`config.mk`:
```
export PLATFORM = sky130hd
export DESIGN_NAME = fb_rect_writer
export DESIGN_NICKNAME = d
export VERILOG_FILES = /design/src/rtl/fb_rect_writer.sv
export SDC_FILE = /design/constraint.sdc
export NUM_CORES = 1
export LEC_CHECK = 0
export ABC_AREA = 0
export BUFFER_PORTS_ARGS = -buffer_cell sky130_fd_sc_hd__buf_2
export CORE_AREA = 2 2 145 147
export CTS_CLUSTER_SIZE = 24
export DETAILED_ROUTE_END_ITERATION = 16
export DIE_AREA = 0 0 147 149
export PLACE_DENSITY = 0.62
export RECOVER_POWER = 100
export SLEW_MARGIN = 10
export SYNTH_ARGS = -nofsm -noshare
export SYNTH_HDL_FRONTEND = slang
export SYNTH_SLANG_ARGS = --single-unit
export TNS_END_PERCENT = 5
```
`constraint.sdc`:
```
create_clock -name Clk -period 8.5 [get_ports Clk]
set_input_delay 0.425 -clock Clk [delete_from_list [all_inputs] [get_ports Clk]]
set_output_delay 0.425 -clock Clk [all_outputs]
set_load 0.02 [all_outputs]
```
`src/rtl/fb_rect_writer.sv`:
```
// Rectangle-fill blitter: writes a 4-bit palette index into every pixel of a clipped
// rectangle of the 640x480 framebuffer SRAM, one pixel per granted cycle.
module fb_rect_writer #(
  parameter int H_RES = 640,
  parameter int V_RES = 480
) (
  input  logic        Clk,
  input  logic        Reset,
  input  logic        start,
  input  logic [9:0]  x0,
  input  logic [9:0]  y0,
  input  logic [9:0]  width,
  input  logic [9:0]  height,
  input  logic [3:0]  color,
  input  logic        sram_gnt,
  output logic        busy,
  output logic        done,
  output logic        sram_we,
  output logic [19:0] sram_addr,
  output logic [3:0]  sram_data,
  output logic [1:0]  state_dbg
);

  // Handshake: start is a level sampled only in IDLE (never queued); a pixel is
  // transferred in exactly those cycles where sram_we is high, which requires
  // WRITE state and sram_gnt=1 in that same cycle. With gnt=0 nothing advances.

  localparam logic [10:0] H_LIM      = 11'(H_RES);
  localparam logic [10:0] V_LIM      = 11'(V_RES);
  localparam logic [19:0] ROW_STRIDE = 20'(H_RES);

  typedef enum logic [1:0] {
    S_IDLE  = 2'd0,
    S_SETUP = 2'd1,
    S_WRITE = 2'd2,
    S_DONE  = 2'd3
  } state_t;

  state_t state;
  state_t state_next;

  logic [9:0]  x0_q;
  logic [9:0]  y0_q;
  logic [9:0]  w_q;
  logic [9:0]  h_q;
  logic [3:0]  color_q;
  logic [10:0] x_end;
  logic [10:0] y_end;
  logic [9:0]  cur_x;
  logic [9:0]  cur_y;
  logic [19:0] row_base;

  logic [10:0] x_sum;
  logic [10:0] y_sum;
  logic [19:0] y0_wide;
  logic        empty_cmd;
  logic        x_last;
  logic        y_last;
  logic        write_fire;

  // 11-bit sums so x0+width can never wrap before clipping.
  assign x_sum   = {1'b0, x0_q} + {1'b0, w_q};
  assign y_sum   = {1'b0, y0_q} + {1'b0, h_q};
  assign y0_wide = {10'd0, y0_q};

  assign empty_cmd = (w_q == 10'd0) || (h_q == 10'd0) ||
                     ({1'b0, x0_q} >= H_LIM) || ({1'b0, y0_q} >= V_LIM);

  assign x_last     = ({1'b0, cur_x} == (x_end - 11'd1));
  assign y_last     = ({1'b0, cur_y} == (y_end - 11'd1));
  assign write_fire = (state == S_WRITE) && sram_gnt && !Reset;

  always_ff @(posedge Clk) begin
    if (Reset) begin
      state <= S_IDLE;
    end else begin
      state <= state_next;
    end
  end

  always_comb begin
    state_next = state;
    case (state)
      S_IDLE: begin
        if (start) state_next = S_SETUP;
      end
      S_SETUP: begin
        state_next = empty_cmd ? S_DONE : S_WRITE;
      end
      S_WRITE: begin
        if (sram_gnt && x_last && y_last) state_next = S_DONE;
      end
      S_DONE: begin
        state_next = S_IDLE;
      end
      default: state_next = S_IDLE;
    endcase
  end

  always_ff @(posedge Clk) begin
    if (Reset) begin
      x0_q     <= '0;
      y0_q     <= '0;
      w_q      <= '0;
      h_q      <= '0;
      color_q  <= '0;
      x_end    <= '0;
      y_end    <= '0;
      cur_x    <= '0;
      cur_y    <= '0;
      row_base <= '0;
    end else begin
      case (state)
        S_IDLE: begin
          if (start) begin
            x0_q    <= x0;
            y0_q    <= y0;
            w_q     <= width;
            h_q     <= height;
            color_q <= color;
          end
        end
        S_SETUP: begin
          x_end    <= (x_sum > H_LIM) ? H_LIM : x_sum;
          y_end    <= (y_sum > V_LIM) ? V_LIM : y_sum;
          cur_x    <= x0_q;
          cur_y    <= y0_q;
          // y*640 as two shifts; fixes the stride at 640.
          row_base <= (y0_wide << 9) + (y0_wide << 7);
        end
        S_WRITE: begin
          if (sram_gnt) begin
            if (x_last) begin
              if (!y_last) begin
                cur_x    <= x0_q;
                cur_y    <= cur_y + 10'd1;
                row_base <= row_base + ROW_STRIDE;
              end
            end else begin
              cur_x <= cur_x + 10'd1;
            end
          end
        end
        default: begin
        end
      endcase
    end
  end

  // Outputs are forced low while Reset is high so nothing leaks during reset.
  assign busy      = !Reset && ((state == S_SETUP) || (state == S_WRITE));
  assign done      = !Reset && (state == S_DONE);
  assign sram_we   = write_fire;
  assign sram_addr = write_fire ? (row_base + {10'd0, cur_x}) : 20'd0;
  assign sram_data = write_fire ? color_q : 4'd0;
  assign state_dbg = state;

endmodule

```
==> results_dict.tcl, run 1 <==
set metrics [dict create \
    p_sw_uw 893 \
    irDropWorstVdd_mv 0.141 \
    grt_setup_unrepaired "no" \
    cts.htree.levels 3 \
    reg2reg_depth 7 \
    hold_path_depth 3 \
    grt_max_degree 78 \
    ant_nets 0 \
    grtUsageTotal_pct 17.1 \
    power.share.switching_pct 43.5 \
    status "complete, but fails checks" \
    gp_congestion 0.847 \
    setup_slack_ns 3.94 \
    drt_pass1_iterations 5 \
    io_buffers 76 \
    netlist_area_mm2 0.00701 \
    hp-start "color[0]" \
    post_cts_resize_count 0 \
    grt_pass1_vias 5964 \
    crit_path_end_kind "output pin" \
    grt.overflow.total 0 \
    r2r_end "row_base[19]" \
    finalNetCount 1038 \
    power_leakage_nw 2.98 \
    tns_ns 0 \
    synthArstFlopShare_pct 0 \
    path_max_fanout 40 \
    dp_cells 1209 \
    synth-edff-count 0 \
    syn_avg_cell_area_um2 7.75 \
    dieArea_mm2 0.0219 \
    holdPathEnd "color_q[0]" \
    ys_ff_latch 101 \
    clkLatencyLatePin_ns 0.36 \
    violations "max-capacitance violations, max-slew violations" \
    setup_viol 0 \
    pin_count 77 \
    final_layout_size_suffix_gt1_share_pct 9.89 \
    hold_class "input port to flip-flop" \
    synth-seq-area-share_pct 28.9 \
    cts.sinks 101 \
    drc 0 \
    root_buffer "clkbuf_16" \
    vias_per_cell 5.32 \
    finClkSkew_ns 0.0113 \
    yosys.area.top_type_share_pct 28.9 \
    slew_viol_final 151 \
    synthFlopType "dfxtp_1" \
    seq_power_share_pct 35.4 \
    cp.required_ns 8.08 \
    max_freq_mhz 219 \
    dpl_worst_slack_ns 5.16 \
    die_h_um 149 \
    post-cts-setup-buffer-count 0 \
    yosys_warnings 0 \
    hpwl_um 13800 \
    rr_startpoint "state_dbg[0]" \
    drv_cap 4 \
    fin_cells 1226 \
    max_slew_margin_pct -17.4 \
    drt_iter0_markers 393 \
    syn_inst 904 \
    num_vias 6524 \
    post_drt_wl_per_cell_um 15.3 \
    grt_first_pass_wirelength_um 30500 \
    critPathLaunchType "flip-flop" \
    power.density_mw_per_mm2 266 \
    p_int_mw 1.16 \
    initial_utilization_pct 34.1 \
    drt-total-wl_um 18700 \
    clk_pin_slew_ns 0.08 \
    synthTopCellsByArea "dfxtp_1 (29%), nand2_1 (8.1%), ha_1 (7.5%)" \
    clk_path_buf_depth 2 \
    power_frac_comb_pct 43.6 \
    holdBufCountCts 0 \
    fillers 2234 \
    worstSetupStartpoint "state_dbg[0]" \
    die_w_um 147 \
    syn_to_final_growth_pct 10.4 \
    worstSetupPathType "flip-flop to output pin" \
    r2r_slack_ns 4.48 \
    tightest_slew_ns 1.76 \
    arrival_ns 4.14 \
    cts_tree "built" \
    antenna_found_initial 0 \
    cts_buffers 9 \
    pwr-share-clk_pct 21.0 \
    min_period_over_period_pct 53.7 \
    hold_viol 0 \
    syn-num-nets 997 \
    yosys.area.top_type "dfxtp_1" \
    synth_cell_types 85 \
    fp-row-count 53 \
    fp.coreArea_mm2 0.0206 \
    fin_crit_ns 4.56 \
]
[worst max path at each step]
| stage | to | slack, ns |
|---|---|---|
| 6_report | sram_addr[19] | 3.94 |
| 5_1_grt | sram_addr[19] | 3.61 |
| 4_1_cts | sram_addr[19] | 5.14 |
| 3_5_place_dp | row_base[10] | 5.16 |
| 3_3_place_gp | row_base[10] | 5.26 |
| 2_1_floorplan | y_end[2] | 5.71 |
[state kept, by name (all words and copies together) (netlist names)]
register,count
row_base,13
x_end,11
y_end,11
cur_x,10
cur_y,10
h_q,10
w_q,10
x0_q,10
y0_q,10
color_q,4
state_dbg,2
[power by group through the flow]
stage	logic [mW]	clock network (mW)	registers [mW]
CTS	0.916	0.439	0.727
finish	0.895	0.430	0.728
global route	1.01	0.456	0.746
global placement	0.904	0	0.737
floorplan	0.769	0	0.667
detailed placement	0.910	0	0.739
[worst max-delay path: stages, from the launching register on]
cell and delay, ns:
dfxtp_1 0.38, inv_1 0.19, ha_1 0.17, clkbuf_1 1.19, and2_0 0.81, nand2_1 0.49
inv_1 0.17, and2_1 0.13, clkbuf_1 0.22
[synth_stat cells (4+ instances only)]
| library cell | instances |
|---|---|
| o21ai_0 | 38 |
| dfxtp_1 | 101 |
| and3_1 | 19 |
| a211oi_1 | 6 |
| or3_1 | 4 |
| a21oi_1 | 69 |
| o31ai_1 | 7 |
| nor4_1 | 8 |
| ha_1 | 42 |
| buf_2 | 4 |
| nor2b_1 | 12 |
| a311oi_1 | 5 |
| clkbuf_1 | 37 |
| buf_6 | 7 |
| nor2_1 | 65 |
| o31a_1 | 8 |
| nand4_1 | 11 |
| xnor2_1 | 29 |
| a31oi_1 | 15 |
| mux2i_1 | 4 |
| a31o_2 | 5 |
| o22ai_1 | 9 |
| a21o_1 | 11 |
| inv_1 | 32 |
| a22o_1 | 5 |
| o311ai_0 | 4 |
| xor2_1 | 26 |
| nand4b_1 | 6 |
| and2_1 | 12 |
| nand2_1 | 152 |
| nand2b_1 | 9 |
| nor3_1 | 18 |
| nand3_1 | 33 |
| or2_2 | 4 |
| a211o_1 | 5 |
| o21a_1 | 5 |
[cell families (layout without fill, tap and decap cells)]
logic type               Yosys count  in the layout  synth area share [%]
AO/OA/AOI/OAI                    235            235                  23.2
adder cells (fa/ha/maj)           45             45                  8.36
flip-flops                       101            101                  28.9
other                              1              2                0.0535
multiplexers                       5              5                 0.732
buffers and inverters             83            129                  5.27
AND/OR/NAND/NOR                  379            379                  26.7
XOR/XNOR                          55             55                  6.87
[area by class of cell]
| type | count | area (um^2) | area share, % |
|---|---|---|---|
| clock buffer | 9 | 225 | 2.91 |
| tap | 275 | 344 | 4.45 |
| inverter | 32 | 120 | 1.55 |
| antenna | 1 | 2.50 | 0.0324 |
| clock inverter | 7 | 86.3 | 1.12 |
| timing repair buffer | 81 | 369 | 4.77 |
| sequential | 101 | 2020 | 26.1 |
| multi-input combinational | 720 | 4570 | 59.0 |
[layer usage]
layer  GRT usage (%)  wire, um  vias to the layer above
met5               0         0                        -
met4            3.51       204                        0
met3            3.46      1060                       13
met2            25.6      7760                      167
met1            25.4      9690                     3019
li1                -         -                     3325
[through the flow]
stage / power (mW) / util, % / cell area, um^2 / hold WS, ns
after floorplan: 1.44 / - / 7010 / 0.432
after global placement: 1.64 / 36.6 / 7520 / 0.438
after detailed placement: 1.65 / 36.6 / 7520 / 0.442
after CTS: 2.08 / 38.1 / 7840 / 0.277
after global routing: 2.21 / 37.6 / 7730 / 0.283
final: 2.05 / 37.6 / 7730 / 0.288
[layout by cell type (no fill, tap or decap), drive strengths merged, types with 12 or more instances in the layout]
| cell | synthesis | layout |
|---|---|---|
| nor2 | 66 | 66 |
| xnor2 | 29 | 29 |
| and2 | 13 | 13 |
| a31oi | 15 | 15 |
| dfxtp | 101 | 101 |
| ha | 42 | 42 |
| clkbuf | 37 | 40 |
| o21ai | 41 | 41 |
| nand2 | 152 | 152 |
| nor3 | 19 | 19 |
| buf | 14 | 50 |
| inv | 32 | 35 |
| nand3 | 33 | 33 |
| and3 | 20 | 20 |
| nor2b | 12 | 12 |
| xor2 | 26 | 26 |
| a21oi | 70 | 70 |
No activity file was read; power rests on OpenSTA's default activity.
==> run 2, diff against run 1 <==
PLACE_DENSITY = 0.64   (was 0.62)
clock period = 3.8 ns   (was 8.5 ns; I/O delays follow)
==> run 2 against run 1 <==
Net effect:
- the flow still finishes with violations (max-capacitance violations, max-slew violations)
- hold slack worse by 0.24 ns
- critical path depth is 2 higher
- register-to-register slack worse by 4.0 ns
- final area grew 1.2%
- critical path type is now flip-flop to flip-flop
- critical endpoint is now cur_x[0]
==> results_dict.tcl, run 2 (synthesis gave the netlist of run 1 again) <==
set metrics [dict create \
    status "complete, but fails checks" \
    violations "max-capacitance violations, max-slew violations" \
    dieArea_mm2 0.0219 \
    grt_pass1_vias 6160 \
    drv_cap 1 \
    io_buffers 76 \
    placed_area_mm2 0.00757 \
    whs_ns 0.0497 \
    power.density_mw_per_mm2 600 \
    post-cts-setup-buffer-count 0 \
    worstSetupPathType "flip-flop to flip-flop" \
    final_common_cell "nand2_1" \
    fin_cells 1231 \
    die_w_um 147 \
    finClkSkew_ns 0.0137 \
    largest_register_ffs 13 \
    cts.sinks 101 \
    critPathLaunchType "flip-flop" \
    tns_ns 0 \
    holdBufCountCts 0 \
    root_buffer "clkbuf_16" \
    holdPathEnd "h_q[3]" \
    hold_path_depth 3 \
    drt_iter0_markers 491 \
    reg_top3 "row_base (13), x_end (11), y_end (11)" \
    max_freq_mhz 305 \
    final_layout_size_suffix_gt1_share_pct 10.7 \
    path_max_fanout 8 \
    r2r_slack_ns 0.52 \
    fin_crit_ns 3.28 \
    hpwl_um 13900 \
    arrival_ns 3.56 \
    grt_setup_unrepaired "no" \
    drt_pass1_iterations 6 \
    gp_congestion 0.848 \
    setup_viol 0 \
    grt_max_degree 81 \
    pin_count 77 \
    antenna_found_initial 0 \
    fp-row-count 53 \
    max_slew_margin_pct -22.5 \
    finalNetCount 1044 \
    min_period_over_period_pct 86.3 \
    clkLatencyLatePin_ns 0.37 \
    clk_pin_slew_ns 0.08 \
    reg2reg_depth 10 \
    drt-total-wl_um 18800 \
    initial_utilization_pct 34.1 \
    cts_buffers 9 \
    power_leakage_nw 3.03 \
    regMostFlops "row_base" \
    grtUsageTotal_pct 17.5 \
    diodes 0 \
    grt.overflow.total 0 \
    post_drt_wl_per_cell_um 15.3 \
    cts_tree "built" \
    dp_cells 1215 \
    rr_startpoint "x_end[0]" \
    final_area_mm2 0.00783 \
    cp.required_ns 4.08 \
    post_cts_resize_count 0 \
    grt_first_pass_wirelength_um 31200 \
    ant_nets 0 \
    die_h_um 149 \
    hold_viol 0 \
    irDropWorstVdd_mv 0.353 \
    crit_path_end_kind "flip-flop" \
    drc 0 \
    tightest_slew_ns 1.84 \
    num_vias 6589 \
    r2r_end "cur_x[0]" \
    cts.htree.levels 3 \
    slew_viol_final 45 \
    syn_to_final_growth_pct 11.7 \
    layout_common_cells "nand2_1 (152), dfxtp_1 (101), a21oi_1 (70), nor2_1 (65), buf_2 (48)" \
    clk_path_buf_depth 2 \
    hp-start "height[3]" \
    vias_per_cell 5.35 \
    hold_class "input port to flip-flop" \
    fp.coreArea_mm2 0.0206 \
]
run 2: layer usage:
layer / up-vias / global-route usage, % / wire (um)
met2: 172 / 26.5 / 7810
met4: 0 / 4.04 / 232
li1: 3347 / - / -
met1: 3050 / 25.0 / 9620
met5: - / 0 / 0
met3: 20 / 4.28 / 1120
run 2: worst max path at each step:
stage / start / end / slack (ns) / cells after the start
CTS: x_end[0] / row_base[10] / 0.69 / 10
detailed placement: x_end[0] / row_base[10] / 0.73 / 10
global placement: x_end[0] / row_base[10] / 0.79 / 9
floorplan: y0_q[1] / y_end[2] / 1.01 / 8
global route: x_end[0] / cur_x[0] / 0.16 / 10
finish: x_end[0] / cur_x[0] / 0.52 / 10
run 2: through the flow:
step | power, mW | util (%) | worst slack (ns)
floorplan | 3.21 | - | 1.01
global placement | 3.68 | 36.8 | 0.794
detailed placement | 3.71 | 36.8 | 0.729
CTS | 4.73 | 38.4 | 0.687
global route | 5.05 | 38.1 | 0.157
finish | 4.69 | 38.1 | 0.521
run 2: power breakdown:
| part | leakage (nW) | switching [mW] | internal, mW | total [mW] |
|---|---|---|---|---|
| clock | 0.158 | 0.483 | 0.535 | 1.02 |
| sequential | 0.824 | 0.334 | 1.28 | 1.61 |
| combinational | 2.05 | 1.19 | 0.879 | 2.07 |
| total | 3.03 | 2.00 | 2.69 | 4.69 |
run 2: layout make-up:
type	count	area, um^2
clock inverter	7	100
sequential	101	2020
tap	275	344
fill	2219	12700
timing repair buffer	87	420
inverter	32	120
multi-input combinational	720	4590
clock buffer	9	225
run 2: critical path, cell delays in order (launching register included):
cell and delay (ns):
dfxtp_1 0.38, inv_1 0.08, ha_1 0.23, nor3b_1 0.51, a21oi_1 0.14, nor4b_1 0.40, nor3b_1 0.44, nand3_1 0.11
o21ai_0 0.39, mux2_2 0.39, a21oi_1 0.14
